--- src/rtl/ctxt_word_packer.sv ---
// Packs the cipher byte stream into 32-bit words and buffers them in a
// first-word-fall-through FIFO; words arriving while full are dropped and flagged.
module ctxt_word_packer #(
   parameter  int DEPTH = 4,
   localparam int LW    = $clog2(DEPTH) + 1
) (
   input  logic          clk,
   input  logic          rst_n,
   input  logic          byte_valid,
   input  logic [7:0]    byte_in,
   input  logic          flush,
   output logic [31:0]   word_out,
   output logic [3:0]    word_keep,
   output logic          word_valid,
   input  logic          word_ready,
   output logic [LW-1:0] fifo_level,
   output logic          overflow
);

   localparam int AW = $clog2(DEPTH);

   logic [23:0]   asm_q, asm_d;
   logic [1:0]    cnt_q, cnt_d;
   logic [LW-1:0] wr_ptr_q, wr_ptr_d;
   logic [LW-1:0] rd_ptr_q, rd_ptr_d;
   logic          overflow_q, overflow_d;
   logic [35:0]   mem_q [DEPTH];

   logic [31:0]   lanes;
   logic [3:0]    keep;
   logic [2:0]    nLanes;
   logic          push, pop, full, empty, wrEn;
   logic [LW-1:0] level;
   logic [35:0]   head;

   // Lanes at or above cnt_q in asm_q are always zero, so inserting the
   // current byte yields a word whose unused lanes are already clear.
   always_comb begin
      lanes  = {8'h00, asm_q};
      keep   = 4'b0000;
      nLanes = {1'b0, cnt_q} + {2'b00, byte_valid};
      if (byte_valid) begin
         lanes[{cnt_q, 3'b000} +: 8] = byte_in;
      end
      case (nLanes)
         3'd1:    keep = 4'b0001;
         3'd2:    keep = 4'b0011;
         3'd3:    keep = 4'b0111;
         3'd4:    keep = 4'b1111;
         default: keep = 4'b0000;
      endcase
      push  = (nLanes == 3'd4) || (flush && (nLanes != 3'd0));
      asm_d = asm_q;
      cnt_d = cnt_q;
      if (push) begin
         asm_d = '0;
         cnt_d = '0;
      end else if (byte_valid) begin
         asm_d = lanes[23:0];
         cnt_d = cnt_q + 2'd1;
      end
   end

   // A pop on the same edge frees the head slot, so a push while full is
   // still accepted in that case.
   always_comb begin
      level      = wr_ptr_q - rd_ptr_q;
      full       = (level == LW'(DEPTH));
      empty      = (wr_ptr_q == rd_ptr_q);
      pop        = !empty && word_ready;
      wrEn       = push && (!full || pop);
      wr_ptr_d   = wrEn ? wr_ptr_q + LW'(1) : wr_ptr_q;
      rd_ptr_d   = pop  ? rd_ptr_q + LW'(1) : rd_ptr_q;
      overflow_d = overflow_q | (push && full && !pop);
   end

   always_ff @(posedge clk or negedge rst_n) begin
      if (!rst_n) begin
         asm_q      <= '0;
         cnt_q      <= '0;
         wr_ptr_q   <= '0;
         rd_ptr_q   <= '0;
         overflow_q <= 1'b0;
      end else begin
         asm_q      <= asm_d;
         cnt_q      <= cnt_d;
         wr_ptr_q   <= wr_ptr_d;
         rd_ptr_q   <= rd_ptr_d;
         overflow_q <= overflow_d;
      end
   end

   always_ff @(posedge clk) begin
      if (wrEn) begin
         mem_q[wr_ptr_q[AW-1:0]] <= {keep, lanes};
      end
   end

   always_comb begin
      head       = mem_q[rd_ptr_q[AW-1:0]];
      word_valid = !empty;
      word_out   = word_valid ? head[31:0]  : 32'h0;
      word_keep  = word_valid ? head[35:32] : 4'h0;
      fifo_level = level;
      overflow   = overflow_q;
   end

endmodule

--- config.mk ---
export PLATFORM = sky130hd
export DESIGN_NAME = ctxt_word_packer
export DESIGN_NICKNAME = d
export VERILOG_FILES = /design/src/rtl/ctxt_word_packer.sv
export SDC_FILE = /design/constraint.sdc
export NUM_CORES = 1
export LEC_CHECK = 0
export ABC_AREA = 1
export CORE_UTILIZATION = 53
export CTS_CLUSTER_DIAMETER = 120
export DETAILED_ROUTE_END_ITERATION = 6
export GPL_TIMING_DRIVEN = 0
export PLACE_DENSITY = 0.73
export SKIP_LAST_GASP = 1
export SYNTH_ARGS = -nofsm -noshare
export SYNTH_HDL_FRONTEND = slang
export SYNTH_SLANG_ARGS = --single-unit
--- constraint.sdc ---
create_clock -name clk -period 3.3 [get_ports clk]
set_input_delay 0.66 -clock clk [delete_from_list [all_inputs] [get_ports clk]]
set_output_delay 0.66 -clock clk [all_outputs]
set_load 0.01 [all_outputs]
Word level (Yosys, flattened, before mapping)

Memory sizes are Yosys's and may differ from the RTL's.
Cells that the tools add are included.

Flip-flop bits (word level): 33
RAM bits: 144
Memories kept: 1

Memories:

| memory | words | width | read ports | clocked after memory_dff | wr ports | line | RTL |
|---|---|---|---|---|---|---|---|
| mem_q  | 4     | 36    | 1          | 0                        | 1        | 27   | `logic [35:0] mem_q [DEPTH];` |

$add $sub $neg: 6
Equality and inequality tests: 6
Shift-type cells: 2
Multiplexer cells: 11
Bitwise gates (word level): 1
Reductions and logical operators: 12

Operators by type and width:

| operator                 | number |
|---|---|
| $mux W32                 | 2 |
| $mux W24                 | 2 |
| $bwmux W32               | 1 |
| $shift A8 B7 Y32 const A | 1 |
| $shiftx A8 B7 Y32        | 1 |
| $pmux W4 S4              | 1 |
| $neg A5 Y7               | 1 |
| $add A3 B1 Y3 const B    | 2 |
| $eq A3 B2 Y1 const B     | 2 |
| $eq A3 B3 Y1 const B     | 2 |
| $logic_and A1 B1 Y1      | 5 |
| $mux W2                  | 2 |
| $mux W4                  | 1 |
| $add A2 B1 Y3            | 1 |
| $eq A3 B1 Y1 const B     | 1 |
| $eq A3 B3 Y1             | 1 |
| $logic_not A1 Y1         | 3 |
| $reduce_bool A3 Y1       | 1 |
| $sub A3 B3 Y3            | 1 |
| $add A2 B1 Y2 const B    | 1 |
| $logic_or A1 B1 Y1       | 2 |
| $mux W1                  | 2 |
| $reduce_bool A2 Y1       | 1 |
| $or A1 B1 Y1             | 1 |

Depth between registers and ports, before layout

Gate-level depths: netlist of run 1.

Depth after elaboration: 7
Gate-level depth with buffers: 12
Mapped depth without buffers: 10

Worst setup path after synthesis of run 1

No wires, ideal clock.

Path kind: input to register
Start point: input byte_valid
End point: memory mem_q[3][0], enable pin
Data arrival time: 3204 ps
Slack: -333 ps
Stages: 9
Buffers on the path: 0
Path through: ha_1 -> ha_1 -> nor2_2 -> inv_2 -> nor2_2 -> inv_2 -> nand2_2 -> nand2_4 -> nor2_1

Word-level cells in the longest chain between the ends: 7
Elaborated cells between the ends (all ways): 8
Classes of those cells: 1 x add/sub; 1 x eq/ne; 2 x mux; 4 x reduce/logical

Ends and longest elaborated chain:

| item                              | line | RTL |
|---|---|---|
| start: declaration                | 9    | `input logic byte_valid,` |
| $add A2 B1 Y3 (*)                 | 41   | `nLanes = {1'b0, cnt_q} + {2'b00, byte_valid};` |
| $reduce_bool A3 Y1                | 52   | `push = (nLanes == 3'd4) \|\| (flush && (nLanes != 3'd0));` |
| $logic_and A1 B1 Y1               | 52   |  |
| $logic_or A1 B1 Y1 (*)            | 52   |  |
| $logic_and A1 B1 Y1 (*)           | 71   | `wrEn = push && (!full \|\| pop);` |
| $mux W1 (*)                       | 94   | `if (wrEn) begin` |
| $mux W1 (implied by the code) (*) | 95   | `mem_q[wr_ptr_q[AW-1:0]] <= {keep, lanes};` |
| end: declaration                  | 27   |  |

Every way passes the cells marked *; elsewhere a longest branch is shown, timed or not.

Worst setup path after layout of run 1

Start point: register rd_ptr_q[1]
End point: output word_out[2]

Word-level cells in the longest chain between the ends: 2
Elaborated cells between the ends (all ways): 3
Classes of those cells: 1 x eq/ne; 1 x mux; 1 x memory

Ends and longest elaborated chain:

| item                                           | line | RTL |
|---|---|---|
| start: declaration                             | 25   | `logic [LW-1:0] rd_ptr_q, rd_ptr_d;` |
| start signal: assignment                       | 88   | `rd_ptr_q <= rd_ptr_d;` |
| $mem_v2 Z4 W36 or $eq A3 B3 Y1 (tied branches) | -    |  |
| $mux W32 (*)                                   | 102  | `word_out = word_valid ? head[31:0] : 32'h0;` |
| end: declaration                               | 12   | `output logic [31:0] word_out,` |

Marked as above.

==> results of run 1 <==
-- cells in the mapped netlist (3+ instances only) --
master and number:
inv_2 12, o22ai_2 8, o21ai_1 7, buf_4 4, buf_6 5, nor2_1 174, dfrtp_1 33, o21ai_0 67
edfxtp_1 144, nand2_1 46, xor2_1 3, a21oi_1 46, buf_2 12, nand2_4 4, clkbuf_1 10, nand3_1 15
nand2_2 4, inv_1 35, ha_1 14, a32oi_1 7
-- area by class of cell --
class | count | area, um2 | share of cell area (%)
plain buffers | 31 | 201 | 2.23
multi-input cells | 407 | 2110 | 23.3
repair buffers | 58 | 599 | 6.63
clock buffers | 20 | 467 | 5.16
inverters | 49 | 193 | 2.13
flip-flops and latches | 177 | 5150 | 56.9
well taps | 180 | 225 | 2.49
clock inverters | 12 | 97.6 | 1.08
-- per-stage QoR --
step                utilization, %  cells  TNS [ps]
floorplan                        -    664    -47980
global placement              60.0    897   -287590
detailed placement            60.8    901    -17530
CTS                           64.8    934         0
global route                  64.9    934     -71.7
finish                        64.9    934         0
-- flip-flops by register name, indices dropped and copies added, names as in the netlist --
register,flops
mem_q,144
asm_q,24
rd_ptr_q,3
wr_ptr_q,3
cnt_q,2
overflow,1
-- worst max path at each step --
stage / to / slack (ps) / start
final: word_out[2] / 40 / rd_ptr_q[1]$_DFFE_PN0P_
after global placement: mem_q[3][19]$_DFFE_PP_ / -2060 / byte_valid
after CTS: word_out[3] / 2 / rd_ptr_q[1]$_DFFE_PN0P_
after floorplan: mem_q[3][0]$_DFFE_PP_ / -330 / byte_valid
after global routing: word_out[2] / -70 / rd_ptr_q[1]$_DFFE_PN0P_
after detailed placement: mem_q[2][19]$_DFFE_PP_ / -260 / byte_valid
-- metal layers --
| metal | vias to the layer above | GRT usage (%) | part of all wire (%) |
|---|---|---|---|
| met5 | - | 0 | 0 |
| met4 | 0 | 9.72 | 2.1 |
| met3 | 34 | 4.92 | 7.0 |
| met2 | 199 | 42.0 | 50 |
| met1 | 2580 | 32.9 | 41 |
| li1 | 2439 | - | - |
-- power breakdown --
group	internal, mW	total, mW	leakage (nW)	switching (mW)
combinational	1.50	4.03	1.53	2.53
sequential	2.98	3.13	1.79	0.154
clock	1.04	1.91	0.276	0.877
-- repair_timing --
| action | in CTS | in global routing |
|---|---|---|
| gates resized for setup | 40 | 7 |
| cloned | 0 | 0 |
| setup buffers | 1 | 0 |
| setup endpoints to repair | 37 | 13 |
-- kinds of logic after synthesis --
group	count (synthesis)	share of synthesized area, %
compound gates	137	10.2
xor+xnor	3	0.346
fa+ha+maj	15	2.57
buf+inv	80	4.89
flops	177	67.8
simple gates	252	14.2
==> results.yml, run 1 <==
sta:
  skew_ps: 9.34
  finalCritPeriodShare_pct: 98.9
  slew_violations: 0
  hold_violations: 0
  finalWorstSetupSlack_ps: 36.4
  slew_headroom_pct: 46.7
  setup_viol: 0
  worst_slew_pin_slew_ps: 800
  max_freq_ghz: 0.306
  rsz0062_at_grt: "yes"
  hold_slack_ps: 301
  period_needed_ps: 3260
setup_path:
  cp_slowest_cell: "clkdlybuf4s50_1"
  r2r-end: "mem_q[2][16]$_DFFE_PP_"
  critPathTopFamily: "buffers and inverters"
  arrival_ps: 2600
  critPathCaptureType: "output pin"
  rrSetupSlack_ps: 350
  path_cells: "buf_6 > inv_2 > clkbuf_4 > ha_1 > nand2_1 > inv_1 > nand3_4 > inv_6 > a21oi_1 > clkdlybuf4s50_1"
  cp.depth: 10
  reg2regPathDepth: 10
  crit_buf_inv: 6
  r2r-start: "cnt_q[0]$_DFFE_PN0P_"
  path_max_fanout: 10
  required_ps: 2640
  critPathKind: "register to output pin"
  cpPeakStageDelay_ps: 580
  startpoint_type: "register"
placed_design:
  io_buffers: 53
  dp_hpwl_mm: 11.5
  dpl_cell_area_um2: 8470
  preCtsSetupSlack_ps: -262
  gp_congestion: 0.855
status:
  status: "completed"
cells_and_area:
  drive_gt1_share_pct: 13.8
  n_fill_cell: 1023
  final_cell_mix: "nor2_1 (170), edfxtp_1 (144), o21ai_0 (67)"
  antenna_cells: 0
  final_common_cell: "nor2_1"
  final_nets: 769
  finalInstanceArea_um2: 9040
  area_delta_synth_final_pct: 19.0
clocking:
  cts_tree: "yes"
  postCtsHoldBufs: 0
  cts_buffer_depth: 2
  root_buffer: "clkbuf_16"
  clk_latency_ps: 440
  clock-sinks: 177
  htreeDepth: 4
  clk_pin_slew_worst_paths_ps: 70
  cts_made_buffers: 17
synth:
  avgSynthCellArea_um2: 11.4
  netlist_area_um2: 7600
  ys_dominant_reg_cell: "edfxtp_1"
  ys_seq_elements: 177
  synth-edff-count: 144
  yosysWarningCount: 0
  ys_seq_area_share_pct: 67.8
  syn_inst: 664
  ys_top_cells_by_area: "edfxtp_1 (57%), dfrtp_1 (11%), nor2_1 (8.6%), o21ai_0 (4.4%), a21oi_1 (3.0%)"
  synth-async-reset-ratio_pct: 18.6
  ys_types: 30
  synth_top_area_cell: "edfxtp_1"
  synth_top_area_share_pct: 56.9
  syn_nets: 692
floorplanning:
  initial_core_util_pct: 54.5
  die_w_um: 122
  coreArea_um2: 13900
  dieArea_um2: 14800
  num_rows: 43
  ios: 54
  die_y_um: 122
route:
  totalWireLength_mm: 17.3
  post_drt_wl_per_cell_um: 18.5
  first_pass_iters: 5
  antenna_left: 0
  via_count: 5252
  routed_via_density: 5.62
  drc: 0
  drtIter0Drc: 533
power_and_ir_drop:
  powerDensity_nw_per_um2: 1000
  p_total_mw: 9.07
  p_leak_nw: 3.60
  ir_drop_uv: 568
global_routing:
  grt_pass1_vias: 5290
  antenna_found_initial: 0
  grt_usage_pct: 25.3
  grt_max_degree: 34
  grt_overflow: 0
  grt_pass1_wl_mm: 27.3
job:
  cap_violations: 0
worst_hold_path:
  hold_class: "input port to async pin"
No activity file was read; power rests on OpenSTA's default activity.
==> inputs of run 2 (changes only) <==
CORE_MARGIN = 2   (was default)
==> run 2 against run 1 <==
  * Critical path depth unchanged
  * Combinational power increased by 2%
  * First-iteration DRC count decreased by 11%
  * Hold slack improved by 9.2 ps
  * Cell area increased by 0.58%
  * Critical endpoint is now word_out[1]
  * Sequential cell count unchanged
  * Largest cell class unchanged
  * Die area increased by 3.3%
  * Power increased by 1.8%
  * Core utilization increased by 0.38 points
  * Register-to-register slack about the same
==> results.yml, run 2 (same netlist as run 1, synthesis figures left out) <==
status:
  status: "completed"
setup_path:
  crit_buf_inv: 6
  critPathKind: "register to output pin"
  critPathTopFamily: "buffers and inverters"
  rrSetupSlack_ps: 350
  startpoint_type: "register"
  critPathCaptureType: "output pin"
  r2r-end: "mem_q[2][19]$_DFFE_PP_"
  cp_slowest_cell: "clkdlybuf4s50_1"
  required_ps: 2640
  arrival_ps: 2530
  path_max_fanout: 10
  reg2regPathDepth: 10
  r2r-start: "cnt_q[0]$_DFFE_PN0P_"
  cpPeakStageDelay_ps: 570
  cp.depth: 10
  path_cells: "buf_6 > inv_2 > clkbuf_8 > ha_1 > nand2_1 > inv_1 > nand3_4 > inv_4 > a21oi_1 > clkdlybuf4s50_1"
placed_design:
  dp_hpwl_mm: 11.6
  gp_congestion: 0.866
  io_buffers: 53
  placedCellCount: 901
  dpl_cell_area_um2: 8470
floorplanning:
  dieArea_um2: 15300
  die_w_um: 124
  num_rows: 43
  coreArea_um2: 13900
  ios: 54
  initial_core_util_pct: 54.5
  die_y_um: 124
global_routing:
  top_usage_layer: "met2"
  met2_usage_pct: 39.1
  met1_usage_pct: 32.0
  grt_usage_pct: 24.0
  grt_pass1_wl_mm: 26.7
  grt.met3_usage_pct: 4.90
  grt_overflow: 0
  grt_pass1_vias: 5059
  grt_max_degree: 34
  antenna_found_initial: 0
cells_and_area:
  antenna_cells: 0
  multi_input_area_um2: 2110
  final_nets: 769
  drive_gt1_share_pct: 13.3
  final_common_cell: "nor2_1"
  final_cell_mix: "nor2_1 (170), edfxtp_1 (144), o21ai_0 (67)"
  n_fill_cell: 1044
  area_delta_synth_final_pct: 19.7
  seq_area_um2: 5150
  finalNonFillerCells: 934
  finalInstanceArea_um2: 9100
  largest_reg_flops: 144
power_and_ir_drop:
  p_leak_nw: 3.69
  swShare_pct: 38.0
  comb_power_share_pct: 44.5
  power_frac_clock_pct: 21.6
  switchingPower_mw: 3.51
  ir_drop_uv: 537
  internal_power_mw: 5.73
  powerDensity_nw_per_um2: 1020
  p_seq_share_pct: 33.9
sta:
  worst_slew_pin_slew_ps: 786
  max_freq_ghz: 0.314
  skew_ps: 11.2
  slew_violations: 0
  setup_viol: 0
  slew_headroom_pct: 47.5
  hold_violations: 0
  rsz0062_at_grt: "no"
  period_needed_ps: 3190
  finalCritPeriodShare_pct: 96.6
  tns_ps: 0
clocking:
  cts_buffer_depth: 2
  postCtsHoldBufs: 0
  clock-sinks: 177
  clk_pin_slew_worst_paths_ps: 60
  cts_made_buffers: 17
  htreeDepth: 4
  cts_tree: "yes"
  clk_latency_ps: 430
  root_buffer: "clkbuf_16"
route:
  drtIter0Drc: 475
  antenna_left: 0
  first_pass_iters: 5
  post_drt_wl_per_cell_um: 18.3
  via_count: 5133
  totalWireLength_mm: 17.1
  routed_via_density: 5.50
  drc: 0
job:
  cap_violations: 0
worst_hold_path:
  hold_class: "input port to async pin"
==> run 2: how the worst max path moves through the flow <==
stage | from | to | slack [ps]
3_3_place_gp | byte_valid | mem_q[3][19]$_DFFE_PP_ | -2100
3_5_place_dp | byte_valid | mem_q[2][19]$_DFFE_PP_ | -230
6_report | rd_ptr_q[1]$_DFFE_PN0P_ | word_out[1] | 110
4_1_cts | rd_ptr_q[1]$_DFFE_PN0P_ | word_out[26] | 3
2_1_floorplan | byte_valid | mem_q[3][0]$_DFFE_PP_ | -330
5_1_grt | rd_ptr_q[1]$_DFFE_PN0P_ | word_out[3] | 4
==> run 2: cell type report <==
cell class	count	share of cell area (%)
clock buffer	24	5.30
buffer	31	2.30
inverter	49	2.09
sequential	177	56.6
tap	180	2.48
clock inverter	8	1.14
timing repair buffer	58	6.92
multi-input combinational	407	23.2
==> run 2: worst register-to-register path, stage by stage (launching register included) <==
cell and delay [ps]:
dfrtp_1 510, ha_1 250, ha_1 310, nor2_2 120, inv_2 50, nor2_2 200, inv_2 80, nand2_2 130
nand2_4 130, nor2_4 620, buf_16 240
==> run 2: repair_timing <==
action                     CTS  global route
pin swaps                    0             0
hold endpoints to repair     0             0
buffers inserted             1             0
setup endpoints to repair   37            15
resized for setup           28            17
==> run 2: power by group through the flow <==
stage / Clock (mW) / Sequential (mW) / Combinational, mW
3_3_place_gp: 0 / 3.19 / 4.03
6_report: 2.00 / 3.13 / 4.11
2_1_floorplan: 0 / 3.15 / 2.38
3_5_place_dp: 0 / 3.18 / 4.26
5_1_grt: 2.07 / 3.17 / 4.53
4_1_cts: 2.00 / 3.13 / 4.17
==> run 2: metal layers <==
layer / share of wire (%) / up-vias / wire length, um
met5: 0 / - / 0
met4: 1.9 / 0 / 332
met3: 7.3 / 30 / 1250
met2: 50 / 209 / 8520
met1: 41 / 2461 / 7040
li1: - / 2433 / -
==> run 2: per-stage QoR <==
step	util [%]	power (mW)	hold slack [ps]	setup slack [ps]
global placement	60.0	7.21	466	-2100
CTS	65.0	9.30	323	3.05
finish	65.3	9.24	310	112
detailed placement	60.8	7.44	475	-231
global route	65.3	9.77	366	4.42
floorplan	-	5.53	364	-333
